## config.mk

```make
export PLATFORM = sky130hd
export DESIGN_NAME = instruction_loader
export DESIGN_NICKNAME = d
export VERILOG_FILES = /design/src/rtl/instruction_loader.sv
export SDC_FILE = /design/constraint.sdc
export NUM_CORES = 1
export LEC_CHECK = 0
export ABC_AREA = 1
export ABC_CLOCK_PERIOD_IN_PS = 1500
export BUFFER_PORTS_ARGS = -buffer_cell sky130_fd_sc_hd__buf_4
export CORE_UTILIZATION = 43
export CTS_CLUSTER_DIAMETER = 50
export DETAILED_ROUTE_END_ITERATION = 7
export PLACE_DENSITY = 0.75
export SLEW_MARGIN = 0
export SYNTH_ARGS = -nofsm -noshare
export SYNTH_HDL_FRONTEND = slang
export SYNTH_SLANG_ARGS = --single-unit
export TNS_END_PERCENT = 50
```

## constraint.sdc

```tcl
create_clock -name clk -period 1.5 [get_ports clk]
set_clock_uncertainty 0.2 [all_clocks]
set_input_delay 0.15 -clock clk [delete_from_list [all_inputs] [get_ports clk]]
set_output_delay 0.15 -clock clk [all_outputs]
set_load 0.01 [all_outputs]
```

## src/rtl/instruction_loader.sv

```systemverilog
// Write-side master that streams a program into the 128x32 instruction memory over valid/ready.
// Optional read-back checksum verify pass is built when LOADER_VERIFY_EN is defined.
module instruction_loader #(
  parameter int ADDR_WIDTH = 7,
  parameter int DATA_WIDTH = 32,
  parameter int DEPTH      = 128
) (
  input  logic                  clk,
  input  logic                  rst_all,
  input  logic                  start,
  input  logic [ADDR_WIDTH:0]   word_count,
  input  logic                  in_valid,
  input  logic [DATA_WIDTH-1:0] in_data,
  output logic                  in_ready,
  output logic                  we,
  output logic [ADDR_WIDTH-1:0] write_addr,
  output logic [DATA_WIDTH-1:0] write_data,
  output logic [ADDR_WIDTH-1:0] read_addr,
  input  logic [DATA_WIDTH-1:0] read_data,
  output logic                  busy,
  output logic                  done,
  output logic                  error
);

  typedef enum logic [2:0] {
    ST_IDLE   = 3'd0,
    ST_LOAD   = 3'd1,
    ST_FLUSH  = 3'd2,
    ST_VERIFY = 3'd3,
    ST_DONE   = 3'd4
  } state_t;

  localparam logic [ADDR_WIDTH:0]   DEPTH_W  = (ADDR_WIDTH+1)'(DEPTH);
  localparam logic [ADDR_WIDTH:0]   CNT_ONE  = (ADDR_WIDTH+1)'(1);
  localparam logic [ADDR_WIDTH:0]   CNT_ZERO = (ADDR_WIDTH+1)'(0);
  localparam logic [ADDR_WIDTH-1:0] ADDR_ONE = (ADDR_WIDTH)'(1);
  localparam logic [ADDR_WIDTH-1:0] ADDR_ZERO = (ADDR_WIDTH)'(0);
  localparam logic [DATA_WIDTH-1:0] DATA_ZERO = (DATA_WIDTH)'(0);

  // Running XOR checksum shared by the load and verify passes
  function automatic logic [DATA_WIDTH-1:0] xor_accum(input logic [DATA_WIDTH-1:0] acc,
                                                      input logic [DATA_WIDTH-1:0] word);
    return acc ^ word;
  endfunction

  state_t                  state_r;
  state_t                  next_s;
  logic [ADDR_WIDTH:0]     count_r;
  logic [ADDR_WIDTH-1:0]   addr_r;
  logic [DATA_WIDTH-1:0]   checksum_r;
  logic                    in_ready_r;
  logic                    we_r;
  logic [ADDR_WIDTH-1:0]   write_addr_r;
  logic [DATA_WIDTH-1:0]   write_data_r;
  logic                    busy_r;
  logic                    done_r;
  logic                    error_r;
  logic                    transfer_s;
  logic                    last_s;
  logic                    count_ok_s;
  logic                    rlast_s;
  logic                    verify_fail_s;

  assign transfer_s = in_valid & in_ready_r;
  assign last_s     = ({1'b0, addr_r} == (count_r - CNT_ONE));
  assign count_ok_s = (word_count != CNT_ZERO) && (word_count <= DEPTH_W);

`ifdef LOADER_VERIFY_EN
  logic [ADDR_WIDTH-1:0] read_addr_r;
  logic [DATA_WIDTH-1:0] vacc_r;

  assign rlast_s       = (state_r == ST_VERIFY) && ({1'b0, read_addr_r} == (count_r - CNT_ONE));
  assign verify_fail_s = rlast_s && (xor_accum(vacc_r, read_data) != checksum_r);
  assign read_addr     = read_addr_r;

  // Verify pass: walk read_addr across the loaded range and fold read_data
  always_ff @(posedge clk or negedge rst_all) begin
    if (!rst_all) begin
      read_addr_r <= ADDR_ZERO;
      vacc_r      <= DATA_ZERO;
    end else if (state_r == ST_VERIFY) begin
      vacc_r      <= xor_accum(vacc_r, read_data);
      read_addr_r <= rlast_s ? ADDR_ZERO : (read_addr_r + ADDR_ONE);
    end else begin
      read_addr_r <= ADDR_ZERO;
      vacc_r      <= DATA_ZERO;
    end
  end
`else
  logic unused_read_s;

  assign unused_read_s = ^read_data;
  assign rlast_s       = 1'b0;
  assign verify_fail_s = 1'b0;
  assign read_addr     = ADDR_ZERO;
`endif

  // State register
  always_ff @(posedge clk or negedge rst_all) begin
    if (!rst_all) begin
      state_r <= ST_IDLE;
    end else begin
      state_r <= next_s;
    end
  end

  // Next-state decode
  always_comb begin
    next_s = state_r;
    case (state_r)
      ST_IDLE: begin
        if (start) begin
          next_s = count_ok_s ? ST_LOAD : ST_DONE;
        end else begin
          next_s = ST_IDLE;
        end
      end
      ST_LOAD: begin
        if (transfer_s && last_s) begin
          next_s = ST_FLUSH;
        end else begin
          next_s = ST_LOAD;
        end
      end
      ST_FLUSH: begin
`ifdef LOADER_VERIFY_EN
        next_s = ST_VERIFY;
`else
        next_s = ST_DONE;
`endif
      end
      ST_VERIFY: begin
        if (rlast_s) begin
          next_s = ST_DONE;
        end else begin
          next_s = ST_VERIFY;
        end
      end
      ST_DONE: next_s = ST_IDLE;
      default: next_s = ST_IDLE;
    endcase
  end

  // Datapath and registered outputs; status flags are decoded from the upcoming state
  always_ff @(posedge clk or negedge rst_all) begin
    if (!rst_all) begin
      count_r      <= CNT_ZERO;
      addr_r       <= ADDR_ZERO;
      checksum_r   <= DATA_ZERO;
      in_ready_r   <= 1'b0;
      we_r         <= 1'b0;
      write_addr_r <= ADDR_ZERO;
      write_data_r <= DATA_ZERO;
      busy_r       <= 1'b0;
      done_r       <= 1'b0;
      error_r      <= 1'b0;
    end else begin
      in_ready_r <= (next_s == ST_LOAD);
      busy_r     <= (next_s == ST_LOAD) || (next_s == ST_FLUSH) || (next_s == ST_VERIFY);
      done_r     <= (next_s == ST_DONE);
      we_r       <= transfer_s;
      if (transfer_s) begin
        write_addr_r <= addr_r;
        write_data_r <= in_data;
        addr_r       <= addr_r + ADDR_ONE;
        checksum_r   <= xor_accum(checksum_r, in_data);
      end
      if ((state_r == ST_IDLE) && start) begin
        if (count_ok_s) begin
          count_r    <= word_count;
          addr_r     <= ADDR_ZERO;
          checksum_r <= DATA_ZERO;
          error_r    <= 1'b0;
        end else begin
          error_r <= 1'b1;
        end
      end else if (verify_fail_s) begin
        error_r <= 1'b1;
      end
    end
  end

  assign in_ready   = in_ready_r;
  assign we         = we_r;
  assign write_addr = write_addr_r;
  assign write_data = write_data_r;
  assign busy       = busy_r;
  assign done       = done_r;
  assign error      = error_r;

endmodule

```

# ---- Word level (Yosys, flattened, before mapping)
# Index checks and enable logic that the tools add are counted.
dict set report op_classes {
  n_addsub 2
  magnitude_cmp 1
  eq_ne 8
  n_mux 8
  n_bitwise 1
  reduce_logical 8
}
# operator n
set ops {}
lappend ops {{$mux W7} 3}
lappend ops {{$eq A3 B2 Y1 const B} 4}
lappend ops {{$pmux W3 S4} 1}
lappend ops {{$eq A7 B8 Y1} 1}
lappend ops {{$le A8 B8 Y1 const B} 1}
lappend ops {{$reduce_bool A8 Y1} 1}
lappend ops {{$sub A8 B1 Y8 const B} 1}
lappend ops {{$add A7 B1 Y7 const B} 1}
lappend ops {{$eq A3 B1 Y1 const B} 2}
lappend ops {{$mux W3} 2}
lappend ops {{$eq A3 B3 Y1 const B} 1}
lappend ops {{$logic_and A1 B1 Y1} 3}
lappend ops {{$logic_not A3 Y1} 1}
lappend ops {{$logic_or A1 B1 Y1} 2}
lappend ops {{$mux W2} 1}
lappend ops {{$reduce_and A2 Y1} 1}
lappend ops {{$and A1 B1 Y1} 1}
lappend ops {{$mux W1} 1}
dict set report totals {
  ff_bits 62
  input_bits 76
  output_inout_bits 51
  wordCells 38
}

# ---- Depth between registers and ports, before layout
dict set report depth {
  word_depth 8
  ltp_mapped 12
  ltp_nobuf 12
}

# ---- Least setup slack after synthesis
# OpenSTA, ideal clock, no wires.
dict set report synth_timing {
  path_type {register to register}
  start {register count_r[0]}
  end {register in_ready_r, in the netlist in_ready}
  setup_time_ps 121
  arrival_ps 1289
  required_ps 1179
  setup_slack_ps -110
  path_stages_with_launch 12
  n_path_buf 0
  synth_period_minus_slack_ps 1610
  path_cell_list {dfrtp_1 > inv_1 > ha_1 > inv_1 > nand2_1 > nand3_1 > nand2_1 > nand3_1 > nor2_1 > nand3_1 > nand2_1 > nand2_1}
}
dict set report synth_via {
  elab_chain_len 6
}
# element line
set synth_lines {}
lappend synth_lines {{start: declaration} 48} ;# logic [ADDR_WIDTH:0] count_r;
lappend synth_lines {{start signal: assignment} 170} ;# count_r <= word_count;
lappend synth_lines {{$sub A8 B1 Y8} 65} ;# assign last_s = ({1'b0, addr_r} == (count_r - CNT_ONE));
lappend synth_lines {{$eq A7 B8 Y1} 65}
lappend synth_lines {{$logic_and A1 B1 Y1} 119} ;# if (transfer_s && last_s) begin
lappend synth_lines {{$mux W2} 119}
lappend synth_lines {{$pmux W3 S4} 110} ;# case (state_r)
lappend synth_lines {{$eq A3 B1 Y1} 158} ;# in_ready_r <= (next_s == ST_LOAD);
lappend synth_lines {{end signal: assignment} 158}
lappend synth_lines {{end: declaration} 51} ;# logic in_ready_r;
# Every way passes these cells.
# A chain may end at the register's enable or synchronous reset.

# ---- Worst setup path after layout
dict set report layout_timing {
  start {register count_r[0]}
  end {register state_r[1]}
}
dict set report layout_via {
  elab_chain_len 5
}
# element line
set layout_lines {}
lappend layout_lines {{$sub A8 B1 Y8} 65}
lappend layout_lines {{$eq A7 B8 Y1} 65}
lappend layout_lines {{$logic_and A1 B1 Y1} 119}
lappend layout_lines {{$mux W2} 119}
lappend layout_lines {{$pmux W3 S4} 110}
lappend layout_lines {{net next_s[1]} 47} ;# state_t next_s;
lappend layout_lines {{end signal: assignment} 103} ;# state_r <= next_s;
lappend layout_lines {{end: declaration} 46} ;# state_t state_r;
# The timed path passes the listed nets, and every way through them passes these cells.

==> run metrics <==
kind of start point of the critical path flip-flop; fill count ~450; Die Footprint between 7000 and 8000 um^2; failing checks design-rule violations, negative setup slack; share of Yosys cell area claimed by the top area cell type 53.8%; antenna diode count 0; post-layout min period between 1.5 and 2 ns; overflow left after global routing 0; number of instances in the synthesized netlist approximately 360; highest clock frequency the design can meet between 500 and 600 MHz; number of buffers added on ports slightly below 90; largest net degree at the start of global routing 63; Ports approximately 130; number of iterations in the first detailed-routing pass 7; Final Hold Viols 0; number of unique standard cell types used by synthesis 26; net switching component of the power roughly 0.8 mW; Area growth syn-to-layout 63.3%; arrival time at the worst endpoint 1.75 ns; clock buffer depth 2; maximum capacitance violations 0; fin nets about 600; P per Cell Area between 700 and 800 nW/um^2; CP Data Required Time approximately 1.6 ns; Yosys reg bits slightly above 60; detailed-route wire length approximately 8000 um; sequential-to-total area share from yosys stat between 50 and 60%; first-pass GRT wire length about 13,000 um; fraction of layout cells with a size suffix above 1 a little under two fifths; number of pins with negative max-slew slack in the final report 0; synth top area cells sky130_fd_sc_hd__dfrtp_1 (54%), sky130_fd_sc_hd__nand2_1 (22%), sky130_fd_sc_hd__inv_1 (4.4%); Internal Dissipation ~2.7 mW; drt drc 6; die extent in y between 80 and 90 um; cell area after synthesis between 2000 and 3000 um^2; die extent in x 83.9 um; residual antenna-violating net count after detailed routing 0; share of the cycle needed by the critical path after routing 112%; core utilization of the finished layout about three quarters; placer congestion estimate 0.822; clock net sink count slightly above 60; clock network fraction of design power between 40% and 50%; sum of negative setup slack -0.737 ns; post-detailed-route via-to-cell ratio between 4 and 5; Yosys Warn Count 0; endpoint kind of the worst setup timing path flip-flop; clock latency on the worst-skew pair approximately 0.34 ns; core region area 6420 um^2; register share of total power 48.1%; clk root buf sky130_fd_sc_hd__clkbuf_8; antenna violations before repair 0; Site Rows 29; Setup-failing EPs final 14; switching share of power 23.6%; Setup CP Type flip-flop to flip-flop; Avg Synthesized Cell Area ~8 um^2; result of the run finished, violations left; largest vdd supply drop slightly above 0.6 mV; initial core utilization 44.9%; static leakage between 2 and 3 nW; dpl hpwl ~4600 um; total global routing track utilization 23.4%; total via count after detailed routing slightly below 3,000; CTS H-Tree Depth 3; minimum setup slack in the final design -0.179 ns; Post-Place Worst Slack -0.156 ns; TritonCTS clock tree built; number of CTS-inserted buffers 9; part of the total power dissipated in combinational logic under 10%; Starting DRT DRC Count between 150 and 200; vias in the first global route approximately 2,800; setup repair after global routing missed its margin true; Wirelength per Cell between 10 and 15 um; Hold/Removal Path Class primary input to async pin; Clk pin slew, worst setup/hold paths about 0.08 ns; Max Fanout on Critical Path 5; Yosys top cell by area sky130_fd_sc_hd__dfrtp_1
kinds of logic after synthesis:
logic type | Yosys count | synth area share (%)
AO/OA/AOI/OAI | 21 | 4.77
adder cells (fa/ha/maj) | 2 | 0.868
other | 1 | 0.130
XOR/XNOR | 6 | 1.82
AND/OR/NAND/NOR | 218 | 30.4
buffers and inverters | 52 | 8.20
flip-flops | 62 | 53.8
final timing paths:
check / start / slack, ns / cells past startpoint / end
worst max-delay path: count_r[0]$_DFFE_PN0P_ / -0.18 / 10 / state_r[1]$_DFF_PN0_
max in group asynchronous: rst_all / 0.68 / 3 / write_data[27]$_DFFE_PN0P_
min in group clk: in_valid / 0.15 / 5 / write_addr[2]$_DFFE_PN0P_
worst min-delay path: rst_all / 0.14 / 3 / count_r[5]$_DFFE_PN0P_
worst min register to register: write_data[18]$_DFFE_PN0P_ / 0.28 / 2 / write_data[18]$_DFFE_PN0P_
worst max register to register: count_r[0]$_DFFE_PN0P_ / -0.18 / 10 / state_r[1]$_DFF_PN0_
per-stage QoR:
| stage | hold slack, ns | cells | area, um^2 | power, mW |
|---|---|---|---|---|
| floorplan | -0.346 | 368 | 2920 | 1.73 |
| global placement | -0.0274 | 544 | 3810 | 1.84 |
| detailed placement | -0.0263 | 544 | 3810 | 1.85 |
| CTS | 0.0566 | 607 | 4520 | 3.51 |
| global route | 0.168 | 611 | 4710 | 3.62 |
| finish | 0.139 | 611 | 4710 | 3.48 |
cell usage after synthesis (all sizes together):
library cell	n
ha	2
nor3	4
conb	1
buf	14
nand4	1
a21oi	4
xor2	4
o211ai	1
nand2	170
dfrtp	62
o21ai	16
nand3	16
nand3b	1
clkbuf	3
nor2	25
or2	1
inv	35
xnor2	2
worst max-delay path, cell delays in order, from the launching register on:
cell	delay, ns
sky130_fd_sc_hd__dfrtp_1	0.39
sky130_fd_sc_hd__inv_2	0.08
sky130_fd_sc_hd__ha_4	0.17
sky130_fd_sc_hd__inv_1	0.05
sky130_fd_sc_hd__nand2_1	0.07
sky130_fd_sc_hd__nand3_1	0.10
sky130_fd_sc_hd__nand2_2	0.10
sky130_fd_sc_hd__nand2_1	0.08
sky130_fd_sc_hd__nor2_2	0.12
sky130_fd_sc_hd__nand3_1	0.10
sky130_fd_sc_hd__a21oi_1	0.16
final cells by class:
class                           count  area [um^2]  share of cell area (%)
Timing Repair inverter              3         48.8                    1.04
Tap cell                           77         96.3                    2.05
Timing Repair Buffer              164         1400                    29.7
Clock buffer                       10          138                    2.92
Sequential cell                    62         1560                    33.0
Clock inverter                      6         73.8                    1.57
Multi-Input combinational cell    254         1250                    26.6
Inverter                           35          144                    3.06
routing by layer:
| metal | share of wire, % | track usage [%] |
|---|---|---|
| met2 | 51 | 37.6 |
| met3 | 6.2 | 7.72 |
| met4 | 2.0 | 11.4 |
| met5 | 0 | 0 |
| met1 | 41 | 28.4 |
sequential cells by signal, summed over array words and instances (netlist names), 3 cells and up:
name and count:
addr_r 7, count_r 8, state_r 3, write_addr 7, write_data 32
power groups by stage:
stage	clock, mW	combinational (mW)	sequential [mW]
4_1_cts	1.61	0.225	1.67
3_3_place_gp	0	0.140	1.70
6_report	1.57	0.231	1.67
5_1_grt	1.70	0.251	1.67
2_1_floorplan	0	0.0259	1.70
3_5_place_dp	0	0.142	1.70
layout by cell type (no fill, tap or decap), types with 5 or more instances in the layout:
cell type                       instances
sky130_fd_sc_hd__inv_1                 27
sky130_fd_sc_hd__dlygate4sd3_1         41
sky130_fd_sc_hd__dfrtp_1               59
sky130_fd_sc_hd__nor2_2                 5
sky130_fd_sc_hd__clkbuf_8              10
sky130_fd_sc_hd__conb_1                 7
sky130_fd_sc_hd__nand3_1               10
sky130_fd_sc_hd__buf_4                116
sky130_fd_sc_hd__o21ai_0                5
sky130_fd_sc_hd__nand2_2               16
sky130_fd_sc_hd__inv_2                  7
sky130_fd_sc_hd__o21ai_2                9
sky130_fd_sc_hd__nor2_1                17
sky130_fd_sc_hd__nand2_1              153
sky130_fd_sc_hd__nand3_2                5
timing repair:
| action | CTS | global route |
|---|---|---|
| gates cloned | 2 | 1 |
| hold endpoints to repair | 102 | 0 |
| resized for setup | 12 | 48 |
| buffers inserted | 4 | 3 |
| hold buffers | 41 | 0 |
| setup endpoints to repair | 15 | 21 |
| pin swaps | 15 | 10 |
No activity file was read; power rests on OpenSTA's default activity.
